## src/rtl/hms_set_timer.sv

```systemverilog
// HH:MM:SS clock with button-driven set mode; time kept as packed BCD and
// advanced by a one-second prescaler, selected field blinks while being set.
module hms_set_timer #(
  parameter int TICK_DIV  = 100000000,
  parameter int BLINK_DIV = 25000000
) (
  input  logic        clk,
  input  logic        rst_n,
  input  logic        btn_mode,
  input  logic        btn_inc,
  output logic [31:0] hms_hex,
  output logic [7:0]  aen,
  output logic [7:0]  dp_en,
  output logic [1:0]  mode
);

  typedef enum logic [1:0] {RUN = 2'd0, SET_HH = 2'd1, SET_MM = 2'd2, SET_SS = 2'd3} state_e;

  localparam int TW = (TICK_DIV  > 1) ? $clog2(TICK_DIV)  : 1;
  localparam int BW = (BLINK_DIV > 1) ? $clog2(BLINK_DIV) : 1;
  localparam logic [7:0] AEN_ALL = 8'b00111111;

  state_e         state_q, state_d;
  logic           mode_prev_q, inc_prev_q;
  logic [TW-1:0]  pre_q, pre_d;
  logic [BW-1:0]  blink_q, blink_d;
  logic           phase_q, phase_d;
  logic [7:0]     hh_q, hh_d, mm_q, mm_d, ss_q, ss_d;
  logic [7:0]     aen_q, aen_d;
  logic           mode_edge, inc_edge, tick;

  function automatic logic [7:0] bcd_next(input logic [7:0] v, input logic [7:0] maxv);
    if (v == maxv) return 8'h00;
    if (v[3:0] == 4'd9) return {v[7:4] + 4'd1, 4'd0};
    return {v[7:4], v[3:0] + 4'd1};
  endfunction

  always_comb begin
    mode_edge = btn_mode & ~mode_prev_q;
    inc_edge  = btn_inc  & ~inc_prev_q;
    state_d   = state_q;
    pre_d     = pre_q;
    blink_d   = blink_q;
    phase_d   = phase_q;
    hh_d      = hh_q;
    mm_d      = mm_q;
    ss_d      = ss_q;
    aen_d     = AEN_ALL;
    tick      = (state_q == RUN) && (pre_q == TW'(TICK_DIV - 1));

    if (mode_edge) state_d = state_e'(state_q + 2'd1);

    // Prescaler only free-runs while staying in RUN; any transition restarts it.
    if (state_q == RUN && state_d == RUN) pre_d = tick ? '0 : pre_q + 1'b1;
    else                                  pre_d = '0;

    if (tick) begin
      ss_d = bcd_next(ss_q, 8'h59);
      if (ss_q == 8'h59) begin
        mm_d = bcd_next(mm_q, 8'h59);
        if (mm_q == 8'h59) hh_d = bcd_next(hh_q, 8'h23);
      end
    end else if (inc_edge && !mode_edge) begin
      case (state_q)
        SET_HH:  hh_d = bcd_next(hh_q, 8'h23);
        SET_MM:  mm_d = bcd_next(mm_q, 8'h59);
        SET_SS:  ss_d = bcd_next(ss_q, 8'h59);
        default: ;
      endcase
    end

    if (state_d != state_q || state_d == RUN) begin
      blink_d = '0;
      phase_d = 1'b1;
    end else if (blink_q == BW'(BLINK_DIV - 1)) begin
      blink_d = '0;
      phase_d = ~phase_q;
    end else begin
      blink_d = blink_q + 1'b1;
    end

    // Enables are computed from next-state values so the flop lines up with mode.
    if (state_d != RUN && !phase_d) begin
      case (state_d)
        SET_HH:  aen_d = 8'b00001111;
        SET_MM:  aen_d = 8'b00110011;
        SET_SS:  aen_d = 8'b00111100;
        default: aen_d = AEN_ALL;
      endcase
    end
  end

  always_ff @(posedge clk or negedge rst_n) begin
    if (!rst_n) begin
      state_q     <= RUN;
      mode_prev_q <= 1'b0;
      inc_prev_q  <= 1'b0;
      pre_q       <= '0;
      blink_q     <= '0;
      phase_q     <= 1'b1;
      hh_q        <= 8'h00;
      mm_q        <= 8'h00;
      ss_q        <= 8'h00;
      aen_q       <= AEN_ALL;
    end else begin
      state_q     <= state_d;
      mode_prev_q <= btn_mode;
      inc_prev_q  <= btn_inc;
      pre_q       <= pre_d;
      blink_q     <= blink_d;
      phase_q     <= phase_d;
      hh_q        <= hh_d;
      mm_q        <= mm_d;
      ss_q        <= ss_d;
      aen_q       <= aen_d;
    end
  end

  assign hms_hex = {8'h00, hh_q, mm_q, ss_q};
  assign aen     = aen_q;
  assign dp_en   = 8'b00010100;
  assign mode    = state_q;

endmodule

```

## config.mk

```make
export PLATFORM = sky130hd
export DESIGN_NAME = hms_set_timer
export DESIGN_NICKNAME = d
export VERILOG_FILES = /design/src/rtl/hms_set_timer.sv
export SDC_FILE = /design/constraint.sdc
export NUM_CORES = 1
export LEC_CHECK = 0
export CORE_MARGIN = 1.5
export CORE_UTILIZATION = 25
export CTS_BUF_LIST = sky130_fd_sc_hd__clkbuf_4
export CTS_CLUSTER_SIZE = 30
export DETAILED_ROUTE_END_ITERATION = 10
export PLACE_DENSITY = 0.42
export SLEW_MARGIN = 20
export SYNTH_ARGS = -nofsm -noshare
export SYNTH_HDL_FRONTEND = slang
export SYNTH_SLANG_ARGS = --single-unit
```

## constraint.sdc

```tcl
create_clock -name clk -period 5.3 [get_ports clk]
set_clock_uncertainty 0.1 [all_clocks]
set_input_delay 1.325 -clock clk [delete_from_list [all_inputs] [get_ports clk]]
set_output_delay 1.325 -clock clk [all_outputs]
set_load 0.1 [all_outputs]
```

## Yosys cells after proc, flatten, opt, wreduce, memory -nomap -nowiden

Cells that the tools add are included.

| cells by class | value |
|---|---|
| $add $sub $neg | 9 |
| multiply operators | 0 |
| divide/modulo/power cells | 0 |
| magnitude comparators | 0 |
| equal/unequal tests | 20 |
| shifts and indexed selects | 0 |
| multiplexer cells | 81 |
| bitwise operators | 5 |
| reduce and logical (&&, ||, !) cells | 23 |

Operators by type and width:

| operator | number |
|---|---|
| $mux W8 | 30 |
| $mux W27 | 2 |
| $mux W25 | 2 |
| $mux W1 | 44 |
| $add A27 B1 Y27 const B | 1 |
| $eq A27 B27 Y1 const B | 1 |
| $add A25 B1 Y25 const B | 1 |
| $eq A25 B25 Y1 const B | 1 |
| $add A4 B1 Y4 const B | 6 |
| $pmux W6 S3 | 1 |
| $eq A8 B7 Y1 const B | 2 |
| $eq A4 B4 Y1 const B | 3 |
| $reduce_bool A2 Y1 | 5 |
| $ne A3 B1 Y1 const B | 3 |
| $reduce_bool A3 Y1 | 3 |
| $eq A2 B2 Y1 const B | 4 |
| $eq A8 B6 Y1 const B | 1 |
| $reduce_and A4 Y1 | 2 |
| $mux W6 | 1 |
| $reduce_and A6 Y1 | 1 |
| $reduce_and A5 Y1 | 1 |
| $eq A2 B1 Y1 const B | 2 |
| $logic_and A1 B1 Y1 | 4 |
| $logic_not A2 Y1 | 2 |
| 10 further kinds | 15 |

| word-level totals | value |
|---|---|
| register bits | 89 |
| latch bits | 0 |
| RAM bits | 0 |
| ROM bits | 0 |
| bits of input ports | 4 |
| output and inout bits | 50 |
| logic and storage cells | 151 |
| memories kept | 0 |

## Depth between registers and ports, before layout

| depth | value |
|---|---|
| word-level depth | 15 |
| mapped depth | 8 |
| mapped depth without buffers | 7 |

## Worst setup path before layout

No wires, ideal clock.

| timing path | value |
|---|---|
| path type | reg2reg |
| from | reg state_q[0], in the netlist mode[0] |
| to | reg mm_q[0] |
| library setup time | 0.126 ns |
| data arrival time | 2.670 ns |
| data required time | 5.074 ns |
| slack | 2.404 ns |
| stages on the path, launching flop included | 8 |
| path buffers | 0 |
| period minus slack after synthesis | 2.896 ns |
| cell sequence | dfrtp_1 inv_1 ha_1 nor4bb_1 or3b_4 nor4_4 or2_2 mux2_2 |

| between the ends | value |
|---|---|
| cells in the longest elaborated chain, start to end | 4 |
| elaborated cells on any way between the ends | 8 |
| classes of those cells | 2 x eq/ne; 1 x mux; 5 x reduce/logical |

RTL lines:

| item | line | source |
|---|---|---|
| from (decl) | 23 | `state_e state_q, state_d;` |
| from (signal assigned) | 106 | `state_q <= state_d;` |
| $logic_not A2 Y1 | 49 | `tick = (state_q == RUN) && (pre_q == TW'(TICK_DIV - 1));` |
| $logic_and A1 B1 Y1 | 49 |  |
| $ne A2 B1 Y1 (no line) / $reduce_bool A2 Y1 (equally long branches) | - |  |
| $reduce_and A3 Y1 (no line) | - |  |
| to (signal assigned) | 113 | `mm_q <= mm_d;` |
| to (decl) | 28 | `logic [7:0] hh_q, hh_d, mm_q, mm_d, ss_q, ss_d;` |

Parallel ways exist; a longest one is shown, timed or not.
A chain may end at the register's enable or synchronous reset.

## Final worst setup path

| timing path | value |
|---|---|
| from | reg state_q[0], in the netlist mode[0] |
| to | out mode[0] |

RTL lines:

| item | line | source |
|---|---|---|
| to (decl) | 14 | `output logic [1:0] mode` |

No word-level cell between the ends.

==> flow_metrics.env <==
export IMPL_run_status="complete, no violations"
export IMPL_required_ps=3880
export IMPL_worst_slew_pin_slew_ps=985
export IMPL_clk_latency_ps=460
export IMPL_drtIter0Drc=143
export IMPL_clockBufferDepth=2
export IMPL_internal_power_uw=1140
export IMPL_synth_compound_area_share_pct=6.28
export IMPL_synthCells=453
export IMPL_hold_ws_ps=365
export IMPL_slew_violations=0
export IMPL_numCtsBuffers=9
export IMPL_vias=3200
export IMPL_fin_setup_tns_ps=0
export IMPL_htreeDepth=3
export IMPL_portBuffers=35
export IMPL_endpoint_kind="output pin"
export IMPL_worst_ep_arrival_time_ps=2190
export IMPL_synthFlopType="dfrtp_1"
export IMPL_synth_xor_area_share_pct=9.33
export IMPL_core_um2=17500
export IMPL_seq_area_frac_synth_pct=46.8
export IMPL_yosys_area_share_adder_pct=5.00
export IMPL_drc=0
export IMPL_grt_overflow_total=0
export IMPL_path_cells="clkdlybuf4s50_1"
export IMPL_setup_violations=0
export IMPL_max_cap_violations=0
export IMPL_synthSimpleGateAreaFrac_pct=23.3
export IMPL_fin_ws_ps=1690
export IMPL_drt_total_wl_um=9150
export IMPL_p_clk_share_pct=20.2
export IMPL_critPathLaunch="mode[0]$_DFF_PN0_"
export IMPL_cts_setup_buffers=0
export IMPL_grt_pass1_vias=3129
export IMPL_worst_path_buf_inv=1
export IMPL_yosys_area_top_type="dfrtp_1"
export IMPL_hp_start="blink_q[0]$_DFF_PN0_"
export IMPL_areaGrowthSynthToFinish_pct=15.1
export IMPL_crit_type="flop to output pin"
export IMPL_vias_per_cell=4.46
export IMPL_cellPowerDensity_nw_per_um2=418
export IMPL_final_cell_mix="dfrtp_1 (80), nor2_1 (74), clkdlybuf4s50_1 (34), nand2_1 (25), xnor2_1 (25)"
export IMPL_tritoncts="done"
export IMPL_grtUsageTotal_pct=10.5
export IMPL_dpl_cell_count=701
export IMPL_synth_top_area_share_pct=44.4
export IMPL_antenna_found_initial=1
export IMPL_hold_class="flop to flop"
export IMPL_multi_input_area_um2=2200
export IMPL_critPathMaxFanout=8
export IMPL_place_congestion=0.750
export IMPL_synth_edff_count=0
export IMPL_synth_seq_cells=84
export IMPL_grt_max_degree=46
export IMPL_rrSetupSlack_ps=2480
export IMPL_crit_slowest_cell="clkdlybuf4s50_1"
export IMPL_yosysWarningCount=0
export IMPL_slowest_delay_ps=1200
export IMPL_r2r_start="mode[1]$_DFF_PN0_"
export IMPL_hpwlAfterDp_um=6300
export IMPL_min_delay_path_depth=1
export IMPL_synth_area_um2=4500
export IMPL_peakVddDrop_mv=0.633
export IMPL_synth_top_family_by_area="simple AND/OR/NAND/NOR gates"
export IMPL_synth_lib_cells_used_distinct=53
export IMPL_post_place_ws_ps=1830
export IMPL_power_frac_comb_pct=42.1
export IMPL_max_slew_margin_pct=34.1
export IMPL_post_route_period_util_pct=68.2
export IMPL_final_cell_count_no_fill=718
export IMPL_nFillCells=1815
export IMPL_root_buffer="clkbuf_4"
export IMPL_power_frac_seq_pct=37.6
export IMPL_ctsHoldBuffers=0
export IMPL_min_to="blink_q[0]$_DFF_PN0_"
export IMPL_synth_avg_cell_area_um2=9.94
export IMPL_switchingPower_uw=1030
export IMPL_firstDrtPassIters=4
export IMPL_initial_core_util_pct=25.8
export IMPL_fmax_mhz=277
export IMPL_clkTransAtPathRegs_ps=150
export IMPL_final_nets=509
export IMPL_fp_dieW_um=137
export IMPL_synthTopCellsByArea="dfrtp_1 (44%), nor2_1 (6.2%), ha_1 (5.0%)"
export IMPL_dieArea_um2=18800
export IMPL_die_h_um=137
export IMPL_ios=54
export IMPL_reg2reg_to="mm_q[3]$_DFFE_PN0P_"
export IMPL_ff2ff_path_depth=7
export IMPL_async_flop_share_pct=100
export IMPL_rows=48
export IMPL_ant_nets=0
export IMPL_swShare_pct=47.6
export IMPL_final_common_cell="dfrtp_1"
export IMPL_cts_resized=0
export IMPL_rsz0062_at_grt="no"
export IMPL_grt_pass1_wl_um=15500
export IMPL_drive_above_1_share_pct=9.76
export IMPL_p_leak_uw=0.00214
export IMPL_final_hold_viol_count=0
export IMPL_synth_mux_area_share_pct=3.39
export IMPL_cp_top_family="buffers and inverters"
export IMPL_regArea_um2=2110
export IMPL_period_minus_slack_ps=3610
export IMPL_wire_per_inst_um=12.7
export IMPL_startpoint_type="flop"
export IMPL_clkSinkCount=84
[through the flow]
| stage | util (%) | instance area [um2] | total power (uW) |
|---|---|---|---|
| global route | 29.7 | 5180 | 2300 |
| CTS | 29.6 | 5180 | 2210 |
| finish | 29.7 | 5180 | 2170 |
| detailed placement | 28.7 | 5010 | 1750 |
| global placement | 28.7 | 5010 | 1750 |
| floorplan | - | 4560 | 1540 |
[registers in the layout, indices dropped and copies added (netlist names)]
name	flops
mode	2
hh_q	8
aen	3
inc_prev_q	1
mode_prev_q	1
ss_q	8
mm_q	8
pre_q	27
phase_q	1
blink_q	25
[cell usage after synthesis, types with 10 or more instances]
master    n
nand4_1  20
buf_4    21
nand3_1  21
xnor2_1  25
nand2_1  25
o21ai_0  15
ha_1     18
mux2_2   10
dfrtp_1  80
nor2_1   74
inv_1    17
xor2_1   23
[logic make-up after synthesis]
| kind of cell | Yosys count |
|---|---|
| adder cells (fa/ha/maj) | 18 |
| AO/OA/AOI/OAI | 43 |
| other | 2 |
| AND/OR/NAND/NOR | 198 |
| buffers and inverters | 47 |
| XOR/XNOR | 48 |
| multiplexers | 13 |
| flip-flops | 84 |
[power groups by stage]
| stage | clock (uW) | combinational (uW) | sequential (uW) |
|---|---|---|---|
| floorplan | 0 | 320 | 1220 |
| global placement | 0 | 919 | 827 |
| detailed placement | 0 | 925 | 830 |
| CTS | 469 | 926 | 817 |
| global route | 487 | 977 | 833 |
| finish | 439 | 913 | 816 |
[worst reg2reg max path, cell delays in order (launching register included)]
cell and delay, ps:
dfrtp_1 510, inv_1 150, ha_1 200, nor4bb_1 290
nor4b_2 470, a21oi_1 300, or2_2 390, a221o_1 320
[worst max-delay path by stage]
stage | slack [ps] | cells past startpoint | endpoint
final | 1690 | 1 | mode[0]
after global routing | 1570 | 1 | mode[0]
after CTS | 1610 | 1 | mode[0]
after detailed placement | 1830 | 6 | hh_q[2]$_DFFE_PN0P_
after global placement | 1860 | 6 | hh_q[0]$_DFFE_PN0P_
after floorplan | 2400 | 7 | mm_q[0]$_DFFE_PN0P_
[layout make-up]
| type | count | share of cell area (%) |
|---|---|---|
| Multi-Input combinational cell | 338 | 42.4 |
| Sequential cell | 84 | 40.6 |
| Timing Repair Buffer | 37 | 7.00 |
| Tap cell | 225 | 5.43 |
| Clock inverter | 7 | 1.93 |
| Clock buffer | 9 | 1.30 |
| Inverter | 17 | 1.23 |
| Antenna cell | 1 | 0.0483 |
[per-layer routing]
metal	vias up	wire (um)	GRT usage [%]
met5	-	0	0
met4	0	140	3.86
met3	9	235	2.43
met2	36	4280	16.6
met1	1565	4490	14.0
li1	1590	-	-
Power figures use the tool's default switching activity.
